$ cat config.mk
export PLATFORM = sky130hd
export DESIGN_NAME = note_track_sequencer
export DESIGN_NICKNAME = d
export VERILOG_FILES = /design/src/rtl/note_track_pkg.sv /design/src/rtl/note_track_sequencer_step_timer.sv /design/src/rtl/note_track_sequencer.sv
export SDC_FILE = /design/constraint.sdc
export NUM_CORES = 1
export LEC_CHECK = 0
export CAP_MARGIN = 25
export CORE_ASPECT_RATIO = 0.75
export CORE_UTILIZATION = 35
export CTS_CLUSTER_DIAMETER = 60
export DETAILED_ROUTE_END_ITERATION = 16
export PLACE_DENSITY = 0.73
export SLEW_MARGIN = 20
export SYNTH_ARGS = -nofsm -noshare
export SYNTH_HDL_FRONTEND = slang
export SYNTH_HIERARCHICAL = 1
export SYNTH_SLANG_ARGS = --single-unit
export TNS_END_PERCENT = 1
$ cat constraint.sdc
create_clock -name clock -period 10.45 [get_ports clock]
set_clock_uncertainty 0.2 [all_clocks]
set_input_delay 2.09 -clock clock [delete_from_list [all_inputs] [get_ports clock]]
set_output_delay 2.09 -clock clock [all_outputs]
set_load 0.005 [all_outputs]
$ cat src/rtl/note_track_pkg.sv
// Shared types and defaults for the note-track sequencer and its step timer.
package note_track_pkg;
   localparam int TRACK_LEN_DEF  = 100;
   localparam int MIN_PERIOD_DEF = 3;
   // RUN needs at least one cycle, followed by one FETCH cycle and one SHIFT cycle.
   localparam int STEP_OVERHEAD  = 3;

   typedef enum logic [2:0] {
      S_IDLE,
      S_CLEAR,
      S_RUN,
      S_FETCH,
      S_SHIFT,
      S_DONE
   } state_t;
endpackage

$ cat src/rtl/note_track_sequencer_step_timer.sv
// Beat-step counter: clear, enable, and terminal-count compare against term.
module step_timer #(
   parameter int PERIOD_W = 24
) (
   input  logic                clock,
   input  logic                reset_n,
   input  logic                clr,
   input  logic                en,
   input  logic [PERIOD_W-1:0] term,
   output logic                tc
);
   logic [PERIOD_W-1:0] count;

   always_ff @(posedge clock or negedge reset_n) begin
      if (!reset_n)  count <= '0;
      else if (clr)  count <= '0;
      else if (en)   count <= count + 1'b1;
   end

   assign tc = (count == term);
endmodule

$ cat src/rtl/note_track_sequencer.sv
// Drives one lane's note-track shifter: clear, shift the chart in at the step
// period, flush TRACK_LEN zeros, then report done.
module note_track_sequencer
   import note_track_pkg::*;
#(
   parameter int TRACK_LEN  = TRACK_LEN_DEF,
   parameter int ADDR_W     = 16,
   parameter int PERIOD_W   = 24,
   parameter int MIN_PERIOD = MIN_PERIOD_DEF
) (
   input  logic                 clock,
   input  logic                 reset_n,
   input  logic                 start,
   input  logic                 pause,
   input  logic                 abort,
   input  logic [ADDR_W-1:0]    song_len,
   input  logic [PERIOD_W-1:0]  step_period,
   output logic [ADDR_W-1:0]    rom_addr,
   input  logic                 rom_data,
   output logic [TRACK_LEN-1:0] sh_load_val,
   output logic                 sh_load_n,
   output logic                 sh_shift,
   output logic                 sh_in,
   output logic                 step_pulse,
   output logic [ADDR_W:0]      step_count,
   output logic                 busy,
   output logic                 done
);
   state_t              state, state_nx;
   logic [ADDR_W-1:0]   len_q;
   logic [PERIOD_W-1:0] period_q;
   logic [ADDR_W:0]     count_inc, total;
   logic                start_ok, tmr_clr, tmr_en, tmr_tc, fetch_go;

   assign sh_load_val = '0;
   assign count_inc   = step_count + 1'b1;
   assign total       = {1'b0, len_q} + (ADDR_W+1)'(TRACK_LEN);
   assign start_ok    = start && !abort && (state == S_IDLE || state == S_DONE);

   // Timer only runs while a step is being timed; FETCH keeps counting so a
   // step that reached FETCH is immune to pause.
   assign tmr_clr  = abort || !(state == S_RUN || state == S_FETCH);
   assign tmr_en   = (state == S_RUN && !pause) || state == S_FETCH;
   assign fetch_go = tmr_tc && state == S_RUN && !pause;

   step_timer #(.PERIOD_W(PERIOD_W)) u_timer (
      .clock   (clock),
      .reset_n (reset_n),
      .clr     (tmr_clr),
      .en      (tmr_en),
      .term    (period_q - PERIOD_W'(STEP_OVERHEAD)),
      .tc      (tmr_tc)
   );

   always_ff @(posedge clock or negedge reset_n) begin
      if (!reset_n) begin
         state      <= S_IDLE;
         len_q      <= '0;
         period_q   <= PERIOD_W'(MIN_PERIOD);
         step_count <= '0;
         rom_addr   <= '0;
      end else begin
         state <= state_nx;
         if (abort) begin
            rom_addr <= '0;
         end else if (start_ok) begin
            len_q      <= song_len;
            period_q   <= (step_period < PERIOD_W'(MIN_PERIOD)) ? PERIOD_W'(MIN_PERIOD)
                                                                : step_period;
            step_count <= '0;
            rom_addr   <= '0;
         end else if (state == S_SHIFT) begin
            step_count <= count_inc;
            rom_addr   <= count_inc[ADDR_W-1:0];
         end
      end
   end

   always_comb begin
      state_nx   = state;
      sh_load_n  = 1'b1;
      sh_shift   = 1'b0;
      sh_in      = 1'b0;
      step_pulse = 1'b0;
      busy       = 1'b0;
      done       = 1'b0;
      case (state)
         S_IDLE:  if (start) state_nx = S_CLEAR;
         S_CLEAR: begin
            sh_load_n = 1'b0;
            busy      = 1'b1;
            state_nx  = S_RUN;
         end
         S_RUN: begin
            busy = 1'b1;
            if (fetch_go) state_nx = S_FETCH;
         end
         S_FETCH: begin
            busy     = 1'b1;
            state_nx = S_SHIFT;
         end
         S_SHIFT: begin
            busy       = 1'b1;
            sh_shift   = 1'b1;
            step_pulse = 1'b1;
            sh_in      = (step_count < {1'b0, len_q}) ? rom_data : 1'b0;
            state_nx   = (count_inc == total) ? S_DONE : S_RUN;
         end
         S_DONE: begin
            done = 1'b1;
            if (start) state_nx = S_CLEAR;
         end
         default: state_nx = S_IDLE;
      endcase
      if (abort) state_nx = S_IDLE;
   end
endmodule

==> flow_summary.yaml, run 1 <==
grt:
  overflow: 0
  groute.usage.overall_pct: 16.8
  grt_pass1_vias: 5038
  grt_pass1_wl_um: 26500
  antenna_found_initial: 0
  grt_max_degree: 73
setup_path:
  crit_type: "in -> out"
  worst-r2r-cell-count: 15
  worstPathArrival_ns: 3.25
  cpPeakStageDelay_ns: 0.51
  critPathMaxFanout: 1
  rrSetupSlack_ns: 6.30
  startpoint: "rom_data"
  reg2reg_to: "state[0]"
  endpoint_kind: "output pin"
  cp.required_ns: 8.16
  worstReg2RegStart: "period_q[3]"
  crit_chain: "clkdlybuf4s50_1 > nand3_1 > a21oi_1 > clkdlybuf4s50_1"
  crit_slowest_cell: "clkdlybuf4s50_1"
  worst_path_most_repeated_cell: "clkdlybuf4s50_1"
  setup.worst_path.start_class: "input pin"
cts:
  htreeDepth: 3
  cts_root_buffer: "clkbuf_16"
  clk_transition_reported_paths_ns: 0.07
  cts.sinks: 100
  cts_buffers: 9
  cts_tree: "yes"
  clk_path_buf_depth: 2
  cts_resized: 0
  clock_latency_ns: 0.35
  postCtsSetupBuffers: 0
  ctsHoldBuffers: 0
logic_synthesis:
  synth_area_leaders: "dfrtp_1 36%, buf_4 11%, xnor2_1 6.9%, nand2_1 6.8%, xor2_1 5.6%"
  synth_top_area_cell: "dfrtp_1"
  netlist_area_sq_um: 6880
  yosysTopAreaCellShare_pct: 35.6
  yosysWarnings: 6
  ys_seq_area_share_pct: 36.4
  synth.avg_cell_area_sq_um: 8.67
  ys_ff_latch: 100
  async_flop_share_pct: 100
  syn_inst: 794
  ys.flop_type: "dfrtp_1"
  synthDistinctLibCells: 64
  synth_edf_count: 0
finish:
  drive_gt1_share_pct: 4.62
  design_area_sq_um: 7870
  final_util_pct: 40.7
  nets: 927
  syn_to_final_growth_pct: 14.4
  n_antenna_cell: 0
  fillers: 1926
sta:
  period_minus_slack_ns: 5.54
  finalMaxSlewViolations: 0
  rsz0062_at_grt: "no"
  final-setup-viol-count: 0
  fmax_mhz: 180
  relSlewSlack_pct: 35.6
  worst_pin_slew_ns: 0.959
  setup-tns-final_ns: 0
  fin_crit_sh_pct: 53.0
  final_hold_viol_count: 0
power:
  leakage_nw: 3.50
  power.density_nw_per_um2: 136
  peakVddDrop_mv: 0.0809
min_path:
  min_from: "rom_addr[6]"
  hold_path_depth: 2
  min_to: "rom_addr[6]"
  hold_class: "reg -> reg"
route:
  wl_um: 16600
  num_vias: 5524
  firstDrtPassIters: 4
  routed_via_density: 4.94
  wl_per_cell_um: 14.8
  drc: 0
  drt_iter0_markers: 394
  ant_nets: 0
placed_design:
  place_congestion: 0.837
  hpwl_um: 12400
  postPlaceCellArea_sq_um: 7520
  port_buffers: 84
status:
  status: "finished, final reports clean"
floorplan:
  start_util_pct: 35.6
  die_y_um: 123
  fp.coreArea_sq_um: 19300
  die-area_sq_um: 20200
  io_pins: 185
  rows: 44
  die_w_um: 164
job:
  max-cap-violations: 0
## logic make-up (layout without fill, tap and decap cells)
logic type	Yosys count	after routing	share of synthesized area [%]
AO/OA/AOI/OAI	127	127	11.3
XOR/XNOR	99	99	12.7
adder cells (fa/ha/maj)	20	20	3.64
buffers and inverters	155	128	14.8
flip-flops	100	100	36.4
multiplexers	1	1	0.145
other	1	100	0.0545
AND/OR/NAND/NOR	291	291	21.0
## sequential cells by signal, summed over array words and instances, names as in the netlist
register / cells
period_q: 24
u_timer/count: 24
step_count: 17
len_q: 16
rom_addr: 16
state: 3
## report_power, final
group          internal [mW]  leakage (nW)  switching (mW)  total [mW]
sequential             0.421          1.33          0.0405       0.461
clock                  0.234         0.170           0.151       0.385
combinational         0.0976          2.00           0.130       0.228
total                  0.752          3.50           0.322        1.07
## cell type report
type	instances	area, sq um	share of cell area (%)
timing repair buffer	89	883	11.2
inverter	23	86.3	1.10
sequential	100	2500	31.8
multi-input combinational	638	3740	47.5
clock buffer	9	225	2.86
clock inverter	7	114	1.45
tap	253	317	4.02
## metal layers
metal / share of wire, % / routed length, um / up-vias / track usage [%]
met5: 0 / 0 / - / 0
met3: 6.2 / 1020 / 15 / 3.72
met4: 1.4 / 227 / 0 / 4.69
met2: 41 / 6880 / 187 / 24.1
li1: - / - / 2651 / -
met1: 51 / 8460 / 2671 / 25.0
## cells in the mapped netlist, types with 4 or more instances
| cell type | instances |
|---|---|
| or3_1 | 8 |
| a211oi_1 | 4 |
| nand3_1 | 19 |
| nor2_1 | 42 |
| clkbuf_1 | 18 |
| o31ai_1 | 10 |
| xor2_1 | 44 |
| nand2b_1 | 5 |
| ha_1 | 20 |
| or4_1 | 7 |
| nor3_1 | 23 |
| buf_4 | 103 |
| xnor2_1 | 54 |
| o21ai_0 | 57 |
| inv_1 | 23 |
| dfrtp_1 | 98 |
| nand4_1 | 15 |
| and3_1 | 8 |
| a21o_1 | 9 |
| o211ai_1 | 4 |
| nor4_1 | 18 |
| a21oi_1 | 21 |
| nand2_1 | 125 |
## worst max-delay path, delay by kind of cell
kind,cells,cell delay (ns)
buffers and inverters,2,0.97
and+or+nand+nor,1,0.06
AOI/OAI and AO/OA,1,0.12
## worst max path at each step
| stage | end | slack (ns) | depth (start not counted) |
|---|---|---|---|
| 5_1_grt | sh_in | 4.87 | 4 |
| 4_1_cts | sh_in | 4.90 | 4 |
| 2_1_floorplan | sh_in | 5.88 | 2 |
| 3_5_place_dp | u_timer/count[23] | 4.90 | 7 |
| 3_3_place_gp | sh_in | 4.92 | 4 |
| 6_report | sh_in | 4.91 | 4 |
## cells in the final DEF, fill, tap and decap left out, types with 2 or more instances in the layout
cell / instances
or4b_1: 2
dfrtp_1: 98
ha_1: 20
dfstp_2: 2
o41ai_1: 2
nor3_1: 21
a2111oi_0: 2
conb_1: 100
a211oi_1: 4
clkinv_2: 3
nor4_1: 18
and3_1: 8
a21oi_1: 21
buf_4: 5
bufinv_16: 3
and4_2: 2
nand3_1: 19
a31oi_1: 3
nor3_2: 2
o211ai_1: 4
a22o_1: 3
or4_1: 7
inv_1: 23
nand2b_1: 5
or3_1: 8
o21ai_0: 57
and2_1: 2
clkbuf_16: 9
xnor2_1: 54
a21o_1: 9
o31ai_1: 10
o21a_1: 3
clkdlybuf4s50_1: 83
nand2_1: 125
xor2_1: 44
nor2_1: 42
nand4_1: 15
## per-stage QoR
| step | setup WS, ns | power [mW] | cells | hold WS (ns) |
|---|---|---|---|---|
| CTS | 4.90 | 1.08 | 1118 | 0.288 |
| global route | 4.87 | 1.13 | 1119 | 0.300 |
| detailed placement | 4.90 | 0.693 | 1102 | 0.271 |
| floorplan | 5.88 | 0.642 | 893 | 0.250 |
| finish | 4.91 | 1.07 | 1119 | 0.278 |
| global placement | 4.92 | 0.686 | 1101 | 0.262 |
Power figures use the tool's default switching activity.
==> run 2, diff against run 1 <==
==> constraint.sdc (replaced) <==
create_clock -name clock -period 5.7 [get_ports clock]
set_clock_uncertainty 0.2 [all_clocks]
set_input_delay 1.14 -clock clock [delete_from_list [all_inputs] [get_ports clock]]
set_output_delay 1.14 -clock clock [all_outputs]
set_load 0.005 [all_outputs]
==> flow_summary.yaml, run 2 (synthesis gave the netlist of run 1 again) <==
setup_path:
  critPathMaxFanout: 9
  worstPathArrival_ns: 3.10
  setup.worst_path.start_class: "flop"
  endpoint_kind: "output pin"
  cp.required_ns: 4.36
  crit_type: "reg -> out"
cts:
  ctsHoldBuffers: 0
  clk_path_buf_depth: 2
  cts.sinks: 100
  cts_buffers: 9
  htreeDepth: 3
  cts_tree: "yes"
  postCtsSetupBuffers: 0
  cts_resized: 0
  cts_root_buffer: "clkbuf_16"
  clock_latency_ns: 0.36
  clk_transition_reported_paths_ns: 0.07
floorplan:
  start_util_pct: 35.6
  die-area_sq_um: 20200
  io_pins: 185
  die_y_um: 123
  rows: 44
  die_w_um: 164
  fp.coreArea_sq_um: 19300
placed_design:
  place_ws_ns: 1.57
  dp_cells: 1102
  hpwl_um: 12500
  port_buffers: 84
  place_congestion: 0.860
grt:
  grt_max_degree: 69
  groute.usage.overall_pct: 17.4
  grt_pass1_wl_um: 27000
  overflow: 0
  antenna_found_initial: 0
  grt_pass1_vias: 4999
finish:
  layout_common_cells: "125 x nand2_1, 100 x conb_1, 98 x dfrtp_1"
  reg.largest.list: "period_q (24), u_timer/count (24), step_count (17)"
  n_antenna_cell: 0
  drive_gt1_share_pct: 4.50
  fillers: 1904
  instances_no_fill: 1119
  syn_to_final_growth_pct: 13.7
  final_util_pct: 40.5
  final_common_cell: "nand2_1"
  nets: 927
sta:
  finalMaxSlewViolations: 0
  worst_pin_slew_ns: 1.02
  setup_ws_ns: 1.26
  final-setup-viol-count: 0
  setup-tns-final_ns: 0
  fmax_mhz: 225
  period_minus_slack_ns: 4.44
  rsz0062_at_grt: "no"
  relSlewSlack_pct: 32.1
  fin_crit_sh_pct: 77.8
  final_hold_viol_count: 0
route:
  num_vias: 5464
  wl_um: 16700
  drc: 0
  routed_via_density: 4.88
  drt_iter0_markers: 390
  firstDrtPassIters: 5
  ant_nets: 0
  wl_per_cell_um: 14.9
status:
  status: "finished, final reports clean"
power:
  peakVddDrop_mv: 0.166
  leakage_nw: 3.47
  power.density_nw_per_um2: 241
  power_mw: 1.89
job:
  max-cap-violations: 0
min_path:
  hold_class: "reg -> reg"
[run 2: changes by cell type in the layout (fill, tap and decap cells not counted)]
| cell | change |
|---|---|
| nor3_4 | +1 |
| bufinv_16 | -2 |
| buf_8 | -1 |
| inv_6 | -1 |
| nor3_2 | -1 |
| clkinv_4 | +2 |
| clkinvlp_4 | +1 |
| clkbuf_1 | +1 |
| clkinv_2 | -1 |
| buf_2 | +1 |
[run 2: path summary, 6_finish.rpt]
path	startpoint	endpoint	slack, ns	cells past startpoint
setup / recovery	step_count[7]	sh_in	1.26	9
hold / removal	rom_addr[6]	rom_addr[6]	0.28	2
setup reg to reg	period_q[3]	state[0]	1.62	15
hold reg to reg	rom_addr[6]	rom_addr[6]	0.28	2
max in group asynchronous	reset_n	period_q[9]	3.57	2
min in group asynchronous	reset_n	period_q[15]	0.64	1
[run 2: area by class of cell]
type | count | area [sq um] | area share [%]
Timing Repair Buffer | 89 | 873 | 11.2
Tap cell | 253 | 317 | 4.05
Clock buffer | 10 | 229 | 2.93
Clock inverter | 6 | 65.1 | 0.831
Inverter | 23 | 86.3 | 1.10
Sequential cell | 100 | 2500 | 32.0
Multi-Input combinational cell | 638 | 3750 | 47.9
[run 2: power breakdown]
group	switching (mW)	total, mW	leakage [nW]	internal, mW
logic	0.237	0.416	2.00	0.179
clock network	0.281	0.621	0.142	0.341
registers	0.0778	0.849	1.33	0.771
[run 2: worst max-delay path, stage by stage (launching register included)]
cell,delay (ns)
dfrtp_1,0.49
ha_1,0.36
a21o_1,0.18
a21o_1,0.16
a21oi_1,0.14
nor2_1,0.06
a2111oi_0,0.48
o31ai_1,0.18
a21oi_1,0.17
clkdlybuf4s50_1,0.52
[run 2: through the flow]
step / area [sq um] / hold WS (ns)
CTS: 7820 / 0.287
detailed placement: 7530 / 0.271
finish: 7830 / 0.280
global placement: 7520 / 0.263
global route: 7830 / 0.300
floorplan: 7260 / 0.250
[run 2: metal layers]
| layer | global-route usage (%) | wire, um | up-vias |
|---|---|---|---|
| met5 | 0 | 0 | - |
| met4 | 3.99 | 181 | 0 |
| met3 | 5.40 | 1220 | 12 |
| met2 | 24.8 | 7000 | 164 |
| met1 | 25.3 | 8290 | 2637 |
| li1 | - | - | 2651 |
==> run 3, diff against run 2 <==
--- a/config.mk
+++ b/config.mk
@@ -10,7 +10,7 @@
 export CORE_UTILIZATION = 35
 export CTS_CLUSTER_DIAMETER = 60
 export DETAILED_ROUTE_END_ITERATION = 16
-export PLACE_DENSITY = 0.73
+export PLACE_DENSITY = 0.75
 export SLEW_MARGIN = 20
 export SYNTH_ARGS = -nofsm -noshare
 export SYNTH_HDL_FRONTEND = slang
==> constraint.sdc (replaced) <==
create_clock -name clock -period 3.55 [get_ports clock]
set_clock_uncertainty 0.2 [all_clocks]
set_input_delay 0.71 -clock clock [delete_from_list [all_inputs] [get_ports clock]]
set_output_delay 0.71 -clock clock [all_outputs]
set_load 0.005 [all_outputs]
==> flow_summary.yaml, run 3 (synthesis gave the netlist of run 1 again) <==
setup_path:
  cp.required_ns: 3.64
  worstReg2RegStart: "period_q[5]"
  crit_type: "reg -> reg"
  critPathMaxFanout: 4
  setup.worst_path.start_class: "flop"
  endpoint_kind: "flop"
  worstPathArrival_ns: 3.64
  startpoint: "period_q[5]"
sta:
  relSlewSlack_pct: 53.6
  period_minus_slack_ns: 3.55
  finalHoldWorstSlack_ns: 0.167
  final-setup-viol-count: 0
  worst_pin_slew_ns: 0.694
  rsz0062_at_grt: "yes"
  fmax_mhz: 282
  fin_crit_sh_pct: 100
  finalMaxSlewViolations: 0
  final_hold_viol_count: 0
floorplan:
  die_y_um: 123
  rows: 44
  fp.coreArea_sq_um: 19300
  io_pins: 185
  die-area_sq_um: 20200
  die_w_um: 164
  start_util_pct: 35.6
min_path:
  hold_class: "in -> async"
grt:
  use_met1_pct: 26.4
  overflow: 0
  antenna_found_initial: 0
  grt_pass1_wl_um: 27800
  groute.usage.overall_pct: 17.8
  grt_max_degree: 56
  grt_busiest_layer: "met1"
  use_met2_pct: 24.8
  met3_usage_pct: 5.54
  grt_pass1_vias: 5099
finish:
  drive_gt1_share_pct: 10.3
  nets: 961
  fillers: 1869
  final_common_cell: "nand2_1"
  syn_to_final_growth_pct: 19.3
  layout_common_cells: "125 x nand2_1, 100 x conb_1, 98 x dfrtp_1"
  multi_input_area_sq_um: 3850
  reg.largest.list: "period_q (24), u_timer/count (24), step_count (17)"
  seq_area_sq_um: 2500
  n_antenna_cell: 0
route:
  ant_nets: 0
  num_vias: 5694
  routed_via_density: 4.94
  drc: 0
  wl_um: 17400
  drt_iter0_markers: 440
  wl_per_cell_um: 15.1
  firstDrtPassIters: 5
cts:
  clk_path_buf_depth: 2
  ctsHoldBuffers: 0
  htreeDepth: 3
  clk_transition_reported_paths_ns: 0.07
  cts_tree: "yes"
  postCtsSetupBuffers: 0
  cts_root_buffer: "clkbuf_16"
  cts.sinks: 100
  cts_buffers: 9
  clock_latency_ns: 0.36
job:
  max-cap-violations: 0
status:
  status: "finished, final reports clean"
placed_design:
  port_buffers: 84
  hpwl_um: 13100
  place_congestion: 0.903
power:
  leakage_nw: 3.69
  power_mw: 3.18
  power.density_nw_per_um2: 387
  peakVddDrop_mv: 0.248
-- run 3: cell count changes in the layout (fill, tap and decap cells not counted), sizes merged --
cell	previous run	this run
buf	6	40
clkdlybuf4s50	83	82
clkinvlp	1	0
clkinv	4	3
bufinv	1	2
clkbuf	10	12
-- run 3: worst paths after layout --
path | end | slack, ns | cells after the start
max in group asynchronous | period_q[1] | 2.25 | 2
min | period_q[20] | 0.17 | 1
max | state[0] | 0.0001 | 15
max reg2reg | state[0] | 0.0001 | 15
min in group clock | rom_addr[8] | 0.29 | 2
min reg2reg | rom_addr[8] | 0.29 | 2
-- run 3: cell type report --
type                            count  area share, %
Timing Repair Buffer              123           13.9
Sequential cell                   100           30.5
Clock inverter                      5          0.914
Clock buffer                       11           2.96
Multi-Input combinational cell    638           46.8
Tap cell                          253           3.85
Inverter                           23           1.05
-- run 3: timing repair --
item / in CTS / in global routing
pin swaps: 2 / 7
resized for setup: 16 / 12
hold endpoints to repair: 0 / 0
endpoints found under the setup margin: 2 / 4
-- run 3: worst max-delay path: stages, from the launching register on --
cell and delay, ns:
dfrtp_1 0.37, or4_4 0.57, a211oi_4 0.22, inv_2 0.09
or3_4 0.41, nor3_2 0.19, xor2_1 0.20, xor2_1 0.10
nor4_1 0.24, nand4_1 0.15, nor3_2 0.15, nand3b_1 0.11
a21oi_2 0.14, nand2_1 0.09, a21oi_2 0.13, o21a_1 0.13
-- run 3: power by group --
| part | switching (mW) | internal [mW] | leakage, nW |
|---|---|---|---|
| Combinational | 0.417 | 0.336 | 2.20 |
| Clock | 0.433 | 0.634 | 0.159 |
| Sequential | 0.117 | 1.24 | 1.33 |
-- run 3: layer usage --
layer  routed length [um]  share of wire, %
met1                 8400                48
met5                    0                 0
met3                 1480               8.5
met4                  197               1.1
met2                 7320                42
-- run 3: stage by stage --
step	setup TNS (ns)	utilization, %	cell area, sq um	std cells	setup WS [ns]
2_1_floorplan	0	-	7260	893	0.0109
3_3_place_gp	-0.237	40.3	7790	1137	-0.237
3_5_place_dp	-0.289	40.3	7790	1137	-0.289
4_1_cts	0	42.3	8170	1153	0.0247
5_1_grt	-0.158	42.5	8210	1153	-0.158
6_report	0	42.5	8210	1153	0.000114
